[src/rtl/sa_pkg.sv]
// Shared systolic-array definitions: result word format and column packing helper.
package sa_pkg;

    localparam int unsigned FP_W = 32;
    localparam logic [FP_W-1:0] FP_ZERO = 32'h0000_0000;

    // Bit offset of column j inside a packed row of w-bit words
    function automatic int unsigned col_slice(input int unsigned j, input int unsigned w = FP_W);
        return j * w;
    endfunction

endpackage

[src/rtl/drain_row_fifo.sv]
// Row FIFO for the result drain: DEPTH entries, registered head, full/empty flags.
// Caller only asserts push when it is legal (not full, or full with a pop in the same cycle).
module drain_row_fifo #(
    parameter int unsigned WIDTH = 129,
    parameter int unsigned DEPTH = 4
) (
    input  logic             clk,
    input  logic             rst,
    input  logic             push,
    input  logic [WIDTH-1:0] push_data,
    input  logic             pop,
    output logic             full,
    output logic             empty,
    output logic             head_valid,
    output logic [WIDTH-1:0] head_data
);

    localparam int unsigned AW = $clog2(DEPTH);
    localparam int unsigned CW = AW + 1;

    logic [WIDTH-1:0] mem [DEPTH];
    logic [AW-1:0]    wr_ptr;
    logic [AW-1:0]    rd_ptr;
    logic [AW-1:0]    rd_ptr_nxt;
    logic [CW-1:0]    count;
    logic [CW-1:0]    count_nxt;
    logic             bypass;

    // Next pointer/count; bypass when the pushed row becomes the head immediately
    always_comb begin
        rd_ptr_nxt = rd_ptr;
        count_nxt  = count;
        bypass     = 1'b0;
        if (pop) begin
            rd_ptr_nxt = rd_ptr + AW'(1);
        end
        count_nxt = count + CW'(push) - CW'(pop);
        bypass    = push && (count == CW'(pop));
    end

    // Storage array, no reset needed since head_valid gates its use
    always_ff @(posedge clk) begin
        if (push) begin
            mem[wr_ptr] <= push_data;
        end
    end

    // Pointers, occupancy, flags and registered head
    always_ff @(posedge clk or posedge rst) begin
        if (rst) begin
            wr_ptr     <= '0;
            rd_ptr     <= '0;
            count      <= '0;
            full       <= 1'b0;
            empty      <= 1'b1;
            head_valid <= 1'b0;
            head_data  <= '0;
        end else begin
            if (push) begin
                wr_ptr <= wr_ptr + AW'(1);
            end
            rd_ptr     <= rd_ptr_nxt;
            count      <= count_nxt;
            full       <= (count_nxt == CW'(DEPTH));
            empty      <= (count_nxt == '0);
            head_valid <= (count_nxt != '0);
            if (count_nxt != '0) begin
                head_data <= bypass ? push_data : mem[rd_ptr_nxt];
            end
        end
    end

endmodule

[src/rtl/systolic_result_drain.sv]
// Systolic result drain: deskews per-column results into whole rows, buffers them
// in a row FIFO and drains them over valid/ready. Rows arriving at a full FIFO are
// dropped (the array cannot stall) and flagged.
// Optional build macro DRAIN_STATS_EN adds saturating rows_out / rows_dropped counters.
module systolic_result_drain
    import sa_pkg::*;
#(
    parameter int unsigned COLS      = 4,
    parameter int unsigned DATA_W    = FP_W,
    parameter int unsigned DEPTH     = 4,
    parameter int unsigned TILE_ROWS = 4
) (
    input  logic                   clk,
    input  logic                   rst,
    input  logic [COLS-1:0]        col_valid,
    input  logic [COLS*DATA_W-1:0] col_data,
    output logic                   out_valid,
    input  logic                   out_ready,
    output logic [COLS*DATA_W-1:0] out_data,
    output logic                   out_last,
    output logic                   overflow,
    output logic                   skew_err
`ifdef DRAIN_STATS_EN
   ,output logic [15:0]            rows_out,
    output logic [15:0]            rows_dropped
`endif
);

    localparam int unsigned ROW_W = COLS * DATA_W;
    localparam int unsigned ENT_W = ROW_W + 1;
    localparam int unsigned TC_W  = (TILE_ROWS > 1) ? $clog2(TILE_ROWS) : 1;

    logic [COLS-1:0]  dly_v;
    logic [ROW_W-1:0] dly_d;
    logic [COLS-1:0]  aln_v;
    logic [ROW_W-1:0] aln_d;

    logic             row_full;
    logic             row_mixed;
    logic             pop;
    logic             push_ok;
    logic             drop;
    logic             tile_last;
    logic [TC_W-1:0]  tile_cnt;

    logic             fifo_full;
    logic             fifo_empty;
    logic [ENT_W-1:0] head_data;

    // Per-column delay lines: column j waits COLS-1-j cycles so all columns meet
    for (genvar j = 0; j < COLS; j++) begin : g_col
        localparam int unsigned NST = COLS - 1 - j;
        if (NST == 0) begin : g_direct
            assign dly_v[j] = col_valid[j];
            assign dly_d[col_slice(j, DATA_W) +: DATA_W] = col_data[col_slice(j, DATA_W) +: DATA_W];
        end else begin : g_dly
            logic [NST-1:0]    v_sr;
            logic [DATA_W-1:0] d_sr [NST];

            // Shift valid and data of this column down its delay line
            always_ff @(posedge clk or posedge rst) begin
                if (rst) begin
                    v_sr <= '0;
                    for (int k = 0; k < NST; k++) begin
                        d_sr[k] <= DATA_W'(FP_ZERO);
                    end
                end else begin
                    v_sr[0] <= col_valid[j];
                    d_sr[0] <= col_data[col_slice(j, DATA_W) +: DATA_W];
                    for (int k = 1; k < NST; k++) begin
                        v_sr[k] <= v_sr[k-1];
                        d_sr[k] <= d_sr[k-1];
                    end
                end
            end

            assign dly_v[j] = v_sr[NST-1];
            assign dly_d[col_slice(j, DATA_W) +: DATA_W] = d_sr[NST-1];
        end
    end

    // Common align register holding one realigned row
    always_ff @(posedge clk or posedge rst) begin
        if (rst) begin
            aln_v <= '0;
            aln_d <= '0;
        end else begin
            aln_v <= dly_v;
            aln_d <= dly_d;
        end
    end

    // Row classification and FIFO admission
    always_comb begin
        row_full  = &aln_v;
        row_mixed = (|aln_v) && !(&aln_v);
        pop       = out_ready && !fifo_empty;
        push_ok   = row_full && (!fifo_full || pop);
        drop      = row_full && fifo_full && !pop;
        tile_last = (tile_cnt == TC_W'(TILE_ROWS - 1));
    end

    // Tile row counter advances only on accepted rows
    always_ff @(posedge clk or posedge rst) begin
        if (rst) begin
            tile_cnt <= '0;
        end else if (push_ok) begin
            tile_cnt <= tile_last ? '0 : tile_cnt + TC_W'(1);
        end
    end

    // Sticky error flags, cleared only by reset
    always_ff @(posedge clk or posedge rst) begin
        if (rst) begin
            overflow <= 1'b0;
            skew_err <= 1'b0;
        end else begin
            if (drop) begin
                overflow <= 1'b1;
            end
            if (row_mixed) begin
                skew_err <= 1'b1;
            end
        end
    end

`ifdef DRAIN_STATS_EN
    // Saturating drain statistics
    always_ff @(posedge clk or posedge rst) begin
        if (rst) begin
            rows_out     <= 16'h0000;
            rows_dropped <= 16'h0000;
        end else begin
            if (pop && (rows_out != 16'hFFFF)) begin
                rows_out <= rows_out + 16'd1;
            end
            if (drop && (rows_dropped != 16'hFFFF)) begin
                rows_dropped <= rows_dropped + 16'd1;
            end
        end
    end
`endif

    drain_row_fifo #(
        .WIDTH (ENT_W),
        .DEPTH (DEPTH)
    ) u_fifo (
        .clk        (clk),
        .rst        (rst),
        .push       (push_ok),
        .push_data  ({tile_last, aln_d}),
        .pop        (pop),
        .full       (fifo_full),
        .empty      (fifo_empty),
        .head_valid (out_valid),
        .head_data  (head_data)
    );

    assign out_data = head_data[ROW_W-1:0];
    assign out_last = head_data[ROW_W];

endmodule

[config.mk]
export PLATFORM = sky130hd
export DESIGN_NAME = systolic_result_drain
export DESIGN_NICKNAME = d
export VERILOG_FILES = /design/src/rtl/sa_pkg.sv /design/src/rtl/drain_row_fifo.sv /design/src/rtl/systolic_result_drain.sv
export SDC_FILE = /design/constraint.sdc
export NUM_CORES = 1
export LEC_CHECK = 0
export ABC_CLOCK_PERIOD_IN_PS = 17200
export BUFFER_PORTS_ARGS = -buffer_cell sky130_fd_sc_hd__buf_2
export CAP_MARGIN = 30
export CORE_MARGIN = 4
export CORE_UTILIZATION = 45
export CTS_BUF_LIST = sky130_fd_sc_hd__clkbuf_8
export CTS_CLUSTER_SIZE = 20
export DETAILED_ROUTE_END_ITERATION = 12
export GPL_TIMING_DRIVEN = 1
export SETUP_SLACK_MARGIN = 0.2
export SKIP_LAST_GASP = 1
export SYNTH_ARGS = -nofsm -noshare
export SYNTH_HDL_FRONTEND = slang
export SYNTH_SLANG_ARGS = --single-unit
[constraint.sdc]
create_clock -name clk -period 17.2 [get_ports clk]
set_clock_uncertainty 0.2 [all_clocks]
set_input_delay 1.72 -clock clk [delete_from_list [all_inputs] [get_ports clk]]
set_output_delay 1.72 -clock clk [all_outputs]
set_load 0.05 [all_outputs]
## Word-level counts from Yosys, hierarchy flattened

Memory sizes are Yosys's and may differ from the RTL's.
Index checks and enable logic that the tools add are counted.

- Add/sub/neg operators: 5
- Equality and inequality tests: 3
- Reduce and logical (&&, ||, !) cells: 15
- Mux-type cells: 5

Operators with widths:

| kind | count |
|---|---|
| 2-to-1 mux 129 bit | 1 |
| adder 2 x 1 -> 2 bit (second input constant) | 3 |
| logical AND 1 bit | 6 |
| zero test 1 bit | 4 |
| 2-to-1 mux 2 bit | 2 |
| AND reduction 4 bit | 1 |
| OR reduction 4 bit | 1 |
| adder 3 x 1 -> 3 bit | 1 |
| == test 3 x 1 -> 1 bit | 1 |
| == test 3 bit (second input constant) | 1 |
| zero test 3 bit | 1 |
| nonzero test 3 bit | 1 |
| subtractor 3 x 1 -> 3 bit | 1 |
| == test 2 bit (second input constant) | 1 |
| 2-to-1 mux 1 bit | 2 |
| logical OR 1 bit | 1 |

- Output and inout bits: 132
- Flip-flop bits (word level): 473
- RAM bits: 516
- Memories kept: 1
- Input port bits: 135

Memories:

| name | words | width | read ports | clocked after memory_dff | write ports | line | source |
|---|---|---|---|---|---|---|---|
| u_fifo.mem | 4 | 129 | 1 | 0 | 1 | drain_row_fifo.sv:21 | `logic [WIDTH-1:0] mem [DEPTH];` |

## Longest topological paths before layout

Gate-level depths: netlist (run 1).

- Word-level depth: 7
- Mapped depth: 14
- Mapped depth without buffers: 10

## Modules after synthesis

A second synthesis (run 1) with hierarchy kept.

- Cell total of the unflattened synthesis: 2379
- Area total of the unflattened synthesis: 36381.1 um2

Modules (own cells, without submodules):

| module | area each (um2) | cells each | instances |
|---|---|---|---|
| drain_row_fifo | 27929.3 | 2032 | 1 |
| systolic_result_drain | 8451.9 | 347 | 1 |

## Worst setup path after synthesis (run 1)

Ideal clock, no wire load.

- Path type: input-to-reg
- From: in out_ready
- To: mem u_fifo.mem[0][0] (enable)
- Stages: 4
- Data required time: 16497 ps
- Setup slack: 11243 ps
- Library setup time: 503 ps
- Buffers on the path: 1
- Arrival time: 5254 ps
- Cells stage by stage: nand2b_1 > buf_2 > a21oi_2 > and2_1

- Longest elaborated chain between the ends: 5

Ends and longest elaborated chain:

| element | line | source |
|---|---|---|
| start: declaration | systolic_result_drain.sv:18 | `input logic out_ready,` |
| logical AND 1 bit | systolic_result_drain.sv:97 | `pop = out_ready && !fifo_empty;` |
| logical OR 1 bit | systolic_result_drain.sv:98 | `push_ok = row_full && (!fifo_full \|\| pop);` |
| logical AND 1 bit | systolic_result_drain.sv:98 |  |
| via push_ok | systolic_result_drain.sv:41 | `logic push_ok;` |
| 2-to-1 mux 1 bit | drain_row_fifo.sv:43 | `if (push) begin` |
| 2-to-1 mux 1 bit (not written as such) | drain_row_fifo.sv:44 | `mem[wr_ptr] <= push_data;` |
| end: declaration | drain_row_fifo.sv:21 |  |

The timed path passes the listed nets, and every way through them passes these cells.

## Worst setup path after layout (run 1)

- From: in out_ready
- To: reg u_fifo.head_data[118]

- Longest elaborated chain between the ends: 6
- Elaborated cells on any way between the ends: 11

Ends and longest elaborated chain:

| element | line | source |
|---|---|---|
| logical AND 1 bit * | systolic_result_drain.sv:97 |  |
| logical OR 1 bit * | systolic_result_drain.sv:98 |  |
| logical AND 1 bit * | systolic_result_drain.sv:98 |  |
| via push_ok | systolic_result_drain.sv:41 |  |
| adder 3 x 1 -> 3 bit | drain_row_fifo.sv:37 | `count_nxt = count + CW'(push) - CW'(pop);` |
| subtractor 3 x 1 -> 3 bit | drain_row_fifo.sv:37 |  |
| nonzero test 3 bit | drain_row_fifo.sv:67 | `if (count_nxt != '0) begin` |
| end signal: assignment | drain_row_fifo.sv:68 | `head_data <= bypass ? push_data : mem[rd_ptr_nxt];` |
| end: declaration | drain_row_fifo.sv:15 | `output logic [WIDTH-1:0] head_data` |

The timed path passes the listed nets; every way through them passes the cells marked *.
A chain may end at the register's enable or synchronous reset.

==> flow_summary.toml, run 1 <==
[layout]
multi_input_comb_area_um2 = 10700
areaGrowthSynthToFinish_pct = 14.6
finish.net_count = 2941
drive_above_1_share = 0.189
ff_latch_area_um2 = 27300
fill_cells = 7333

[global_route]
number_of_antenna_violations_at_the_first_check_in_global_routing = 2
grt_first_pass_wirelength_um = 133000
first_global_vias = 23805
grtUsageTotal = 0.185
largest_net_degree_at_the_start_of_global_routing = 147
gr_ovfl_total = 0

[logic_synthesis]
ys.warnings.count = 0
synth_top_flop_cell = "sky130_fd_sc_hd__edfxtp_1"
syn-instance-count = 2473
synth_top_cell_by_area = "sky130_fd_sc_hd__edfxtp_1"
synth_area_um2 = 39800
post-synth-top-area-fraction = 0.389
synth_seq_area_share = 0.686
ys_async_sr_fraction = 0.478
postSynthRegisterBits = 989
synth_area_leaders = "sky130_fd_sc_hd__edfxtp_1 (39%), sky130_fd_sc_hd__dfrtp_1 (30%), sky130_fd_sc_hd__mux2i_1 (23%)"
syn_nets = 2615
ys_types = 38
number_of_synthesized_flops_with_an_enable_pin = 516
postSynthAreaPerCell_um2 = 16.1

[setup_path]
timing.critical_path.to_type = "flip-flop"
max_stage_delay_ps = 720
timing.setup.critical_path_class = "primary input to flip-flop"
cp_slowest_cell = "sky130_fd_sc_hd__buf_4"
ff2ff_path_depth = 13
critical_path.max_fanout = 67
timing.critical_path.mode_cell = "sky130_fd_sc_hd__buf_4"
cp.required_ps = 17600
crit_path_start_kind = "primary input"
critical_path_arrival_ps = 6020
path_cells = "buf_2 -> nand2b_1 -> a21oi_2 -> ha_1 -> inv_1 -> fa_1 -> xnor3_2 -> and2_4 -> buf_4 -> nor3_4 -> buf_4 -> buf_4 -> buf_16 -> a222oi_1"

[timing]
finalHoldViolCount = 0
max_freq_mhz = 178
finalWorstSetupSlack_ps = 11580
grt_setup_unrepaired = "false"
fin_crit_sh = 0.327
setup_viol = 0
setup_total_negative_slack_ps = 0
hold_slack_ps = 127
slew_headroom = 0.307
slew_worst_pin_ps = 1040
drv_slew = 0
timing.final.crit_period_ps = 5620

[detailed_routing]
postRouteAntennaNets = 0
vias = 21651
detail_route.wirelength_um = 86900
avgViaCountPerCell = 5.28
drt-initial-drc-count = 1261
drtPass1Iterations = 9
route.detailed.wl_per_inst_um = 21.2
drt_drc_violations_left = 0

[cts]
cts.htree.levels = 4
worst_skew_pair.late_latency_ps = 820
cts_hold_buf = 0
clkSlewWorstSetupHoldPaths_ps = 60
number_of_buffers_on_the_longest_clock_path = 3
post_cts.resized_instances = 0
postCtsSetupRepairBufs = 0
root_buffer = "sky130_fd_sc_hd__clkbuf_8"
total_clock_sinks = 989
tritoncts_clock_tree = "done"
cts_inserted_buffers = 164

[place]
dp_hpwl_um = 49800
pre_cts_ws_ps = 10710
io_buffers = 266
place_congestion = 0.715

[die]
io-pin-count = 267
floorplan.core_area_um2 = 87300
rows = 108
die_area_um2 = 93400
initial_core_util = 0.456
dieWidth_um = 306
die_h_um = 306

[flow_run]
max_cap_violations = 0

[worst_hold_path]
worstHoldPathCells = 0
hold_path_class = "flip-flop to flip-flop"

[power]
static-leakage-power_nw = 20.3
power_density_nw_per_um2 = 170
ir_drop_mv = 0.128
post-layout-total-power_mw = 7.77

[run_status]
status = "finished clean"
## per-stage QoR
| step | utilization | instance area, um^2 | cells |
|---|---|---|---|
| 6_report | 0.523 | 45700 | 4098 |
| 5_1_grt | 0.523 | 45700 | 4096 |
| 4_1_cts | 0.522 | 45600 | 4093 |
| 3_5_place_dp | 0.484 | 42300 | 3786 |
| 3_3_place_gp | 0.482 | 42100 | 3779 |
| 2_1_floorplan | - | 39800 | 2473 |
## routing by layer
layer,vias to the layer above,part of all wire,global-route usage
li1,9859,-,-
met1,11153,0.40,0.216
met2,482,0.53,0.334
met3,157,0.046,0.0369
met4,0,0.027,0.0726
met5,-,0,0
## layout make-up
cell class,count,share of cell area
clock inverter,104,0.0120
clock buffer,203,0.0612
antenna,3,0.000164
inverter,264,0.0219
tap,1155,0.0317
timing repair buffer,306,0.0402
sequential,989,0.599
multi-input combinational,1074,0.234
## placed cells by master (no fill, tap or decap), drive strengths merged, types with 5 or more instances in the layout
cell type	count
a222oi	128
inv	325
and2	5
mux2i	899
nand2	5
ha	6
clkinv	35
buf	306
edfxtp	516
clkinvlp	5
dfrtp	472
clkbuf	203
## cells in the mapped netlist (2+ instances only)
| cell | number |
|---|---|
| sky130_fd_sc_hd__dfrtp_1 | 472 |
| sky130_fd_sc_hd__nor2_1 | 4 |
| sky130_fd_sc_hd__buf_4 | 27 |
| sky130_fd_sc_hd__nand2_1 | 5 |
| sky130_fd_sc_hd__nor2b_1 | 2 |
| sky130_fd_sc_hd__buf_2 | 82 |
| sky130_fd_sc_hd__mux2_2 | 2 |
| sky130_fd_sc_hd__inv_1 | 263 |
| sky130_fd_sc_hd__clkbuf_1 | 21 |
| sky130_fd_sc_hd__mux2i_1 | 899 |
| sky130_fd_sc_hd__and2_1 | 5 |
| sky130_fd_sc_hd__xnor2_1 | 4 |
| sky130_fd_sc_hd__edfxtp_1 | 516 |
| sky130_fd_sc_hd__ha_1 | 6 |
| sky130_fd_sc_hd__buf_6 | 15 |
| sky130_fd_sc_hd__a222oi_1 | 128 |
## sequential cells by signal, summed over array words and instances, names as in the netlist, 3 cells and up
register / cells
aln_d: 128
aln_v: 4
dly_d: 64
g_col.g_dly.d_sr: 128
g_col.g_dly.v_sr: 6
u_fifo.count: 3
u_fifo.head_data: 129
u_fifo.mem: 516
## critical path, delay by kind of cell
kind                       cells  cell delay, ps
xor gates and xnor gates       1             270
buffers and inverters          6            2110
and+or+nand+nor                3             620
adders and majority gates      2             640
AOI/OAI and AO/OA              2             590
## cells by family (layout without fill, tap and decap cells)
group / after synthesis / in the layout / synth area share
compound gates: 137 / 137 / 0.0340
simple gates: 24 / 24 / 0.00330
mux: 901 / 901 / 0.226
other cells: 0 / 3 / 0
flops: 989 / 989 / 0.686
fa+ha+maj: 7 / 7 / 0.00239
xor+xnor: 5 / 5 / 0.00148
buf+inv: 410 / 877 / 0.0466
## worst paths after layout
kind,endpoint,slack [ps],from
worst max-delay path,u_fifo.head_data[118]$_DFFE_PP0P_,11580,out_ready
worst min-delay path,aln_d[94]$_DFF_PP0_,130,g_col[2].g_dly.d_sr[30]$_DFF_PP0_
worst max register to register,u_fifo.head_data[118]$_DFFE_PP0P_,12120,u_fifo.empty$_DFF_PP1_
worst min register to register,aln_d[94]$_DFF_PP0_,130,g_col[2].g_dly.d_sr[30]$_DFF_PP0_
max in group asynchronous,u_fifo.head_data[118]$_DFFE_PP0P_,14010,rst
min in group asynchronous,aln_d[36]$_DFF_PP0_,780,rst
## power by group
part	internal [mW]	leakage (nW)	switching [mW]	total (mW)
registers	2.77	10.1	0.240	3.01
logic	1.04	8.28	1.69	2.73
clock network	1.11	1.93	0.914	2.03
total	4.92	20.3	2.85	7.77
No activity file was read; power rests on OpenSTA's default activity.
==> run 2, diff against run 1 <==
--- a/config.mk
+++ b/config.mk
@@ -5,7 +5,7 @@
 export SDC_FILE = /design/constraint.sdc
 export NUM_CORES = 1
 export LEC_CHECK = 0
-export ABC_CLOCK_PERIOD_IN_PS = 17200
+export ABC_CLOCK_PERIOD_IN_PS = 4750
 export BUFFER_PORTS_ARGS = -buffer_cell sky130_fd_sc_hd__buf_2
 export CAP_MARGIN = 30
 export CORE_MARGIN = 4
==> constraint.sdc (replaced) <==
create_clock -name clk -period 4.75 [get_ports clk]
set_clock_uncertainty 0.2 [all_clocks]
set_input_delay 0.475 -clock clk [delete_from_list [all_inputs] [get_ports clk]]
set_output_delay 0.475 -clock clk [all_outputs]
set_load 0.05 [all_outputs]
==> run 2 against run 1 <==
Compared with the run above:
- worst hold slack worse by 21 ps
- final area increased by 2.6%
- largest power group unchanged
- via count increased by 3.1%
- critical path depth fell by 3
==> flow_summary.toml, run 2 (same netlist as run 1, synthesis figures left out) <==
[setup_path]
r2r_start = "u_fifo.empty$_DFF_PP1_"
worstSetupStartpoint = "u_fifo.empty$_DFF_PP1_"
critical_path_arrival_ps = 4330
timing.setup.critical_path_class = "flip-flop to flip-flop"
r2r_setup_slack_ps = 870
timing.critical_path.to_type = "flip-flop"
crit_path_start_kind = "flip-flop"
critical_path.max_fanout = 35
cp.required_ps = 5210

[power]
ir_drop_mv = 0.501
share_clk_of_total_power = 0.252
post-layout-total-power_mw = 27.9
power_density_nw_per_um2 = 596
share_seq_of_total_power = 0.391
netSwitchingFraction = 0.373
share_comb_of_total_power = 0.357
net-switching-power_mw = 10.4
static-leakage-power_nw = 20.8
cell_internal_pwr_mw = 17.5

[global_route]
number_of_antenna_violations_at_the_first_check_in_global_routing = 1
grtUsageTotal = 0.190
grt_first_pass_wirelength_um = 137000
first_global_vias = 24475
gr_ovfl_total = 0
largest_net_degree_at_the_start_of_global_routing = 134

[place]
io_buffers = 266
dpl_cell_area_um2 = 42400
place_congestion = 0.734
dp_hpwl_um = 51200
pre_cts_ws_ps = 771
placed_cell_count = 3788

[detailed_routing]
drt_drc_violations_left = 0
drtPass1Iterations = 8
avgViaCountPerCell = 5.28
route.detailed.wl_per_inst_um = 21.1
detail_route.wirelength_um = 89300
vias = 22316
drt-initial-drc-count = 1490
postRouteAntennaNets = 0

[timing]
max_freq_mhz = 258
finalWorstSetupSlack_ps = 873
grt_setup_unrepaired = "false"
setup_total_negative_slack_ps = 0
hold_slack_ps = 106
timing.final.crit_period_ps = 3880
slew_worst_pin_ps = 964
drv_slew = 0
finalHoldViolCount = 0
fin_crit_sh = 0.816
setup_viol = 0
slew_headroom = 0.357

[cts]
postCtsSetupRepairBufs = 0
cts_inserted_buffers = 163
tritoncts_clock_tree = "done"
number_of_buffers_on_the_longest_clock_path = 3
worst_skew_pair.late_latency_ps = 800
total_clock_sinks = 989
post_cts.resized_instances = 0
cts_hold_buf = 134
root_buffer = "sky130_fd_sc_hd__clkbuf_8"
cts.htree.levels = 4
clkSlewWorstSetupHoldPaths_ps = 60

[layout]
areaGrowthSynthToFinish_pct = 17.5
largestRegisters = "u_fifo.mem (516), u_fifo.head_data (129)"
final_cell_mix = "sky130_fd_sc_hd__mux2i_1 (899), sky130_fd_sc_hd__edfxtp_1 (516), sky130_fd_sc_hd__dfrtp_1 (470)"
largest_register_ff_count = 516
final_common_cell = "sky130_fd_sc_hd__mux2i_1"
finish.net_count = 3074
final_core_utilization = 0.536
drive_above_1_share = 0.176
top_register = "u_fifo.mem"
fill_cells = 7167
design_area_um2 = 46800
layout.cells.non_filler = 4226

[die]
dieWidth_um = 306
rows = 108
initial_core_util = 0.456
die_area_um2 = 93400
die_h_um = 306
io-pin-count = 267
floorplan.core_area_um2 = 87300

[flow_run]
max_cap_violations = 0

[worst_hold_path]
hold_path_class = "primary input to flip-flop"
timing.hold.worst.start = "col_data[17]"

[run_status]
status = "finished clean"
==> run 2: cell count changes in the layout (fill, tap and decap cells not counted), moves of 8 or more <==
cell                            previous run  this run
sky130_fd_sc_hd__buf_12                    2        21
sky130_fd_sc_hd__clkbuf_8                203       174
sky130_fd_sc_hd__dlygate4sd3_1             0       134
sky130_fd_sc_hd__clkinv_2                 15        23
sky130_fd_sc_hd__inv_1                   319       328
sky130_fd_sc_hd__buf_4                    29        19
sky130_fd_sc_hd__buf_16                    9         0
==> run 2: worst paths after layout <==
| path | to | cells past startpoint |
|---|---|---|
| worst max-delay path | u_fifo.head_data[110]$_DFFE_PP0P_ | 11 |
| worst min-delay path | g_col[0].g_dly.d_sr[81]$_DFF_PP0_ | 2 |
| worst max register to register | u_fifo.head_data[110]$_DFFE_PP0P_ | 11 |
| worst min register to register | dly_d[16]$_DFF_PP0_ | 0 |
| max in group asynchronous | u_fifo.head_data[81]$_DFFE_PP0P_ | 4 |
| min in group asynchronous | aln_d[42]$_DFF_PP0_ | 3 |
==> run 2: critical path, cell delays in order (launching register included) <==
cell and delay (ps):
sky130_fd_sc_hd__dfstp_2 380, sky130_fd_sc_hd__nand2b_1 280, sky130_fd_sc_hd__a21oi_2 500, sky130_fd_sc_hd__ha_1 240, sky130_fd_sc_hd__inv_1 50, sky130_fd_sc_hd__fa_1 520
sky130_fd_sc_hd__nor2b_1 200, sky130_fd_sc_hd__and2_4 390, sky130_fd_sc_hd__inv_2 70, sky130_fd_sc_hd__o21a_4 220, sky130_fd_sc_hd__buf_4 330, sky130_fd_sc_hd__a222oi_1 360
==> run 2: final cells by class <==
type                    count  area [um^2]  share of cell area
flip-flops and latches    989        27300               0.584
multi-input cells        1074        10700               0.228
repair buffers            440         3240              0.0691
clock buffers             174         2390              0.0511
well taps                1155         1450              0.0309
inverters                 264          995              0.0212
clock inverters           127          724              0.0155
diodes                      3         7.51            0.000160
==> run 2: power groups by stage <==
stage / clock network, mW / registers (mW) / logic [mW]
global route: 7.70 / 11.0 / 10.7
global placement: 0 / 11.1 / 9.68
finish: 7.04 / 10.9 / 9.98
floorplan: 0 / 12.6 / 6.13
CTS: 7.28 / 11.0 / 10.1
detailed placement: 0 / 11.1 / 9.98
==> run 2: layer usage <==
metal	vias up	GRT usage	part of all wire
li1	10118	-	-
met1	11530	0.218	0.39
met2	505	0.350	0.53
met3	163	0.0372	0.047
met4	0	0.0752	0.028
met5	-	0	0
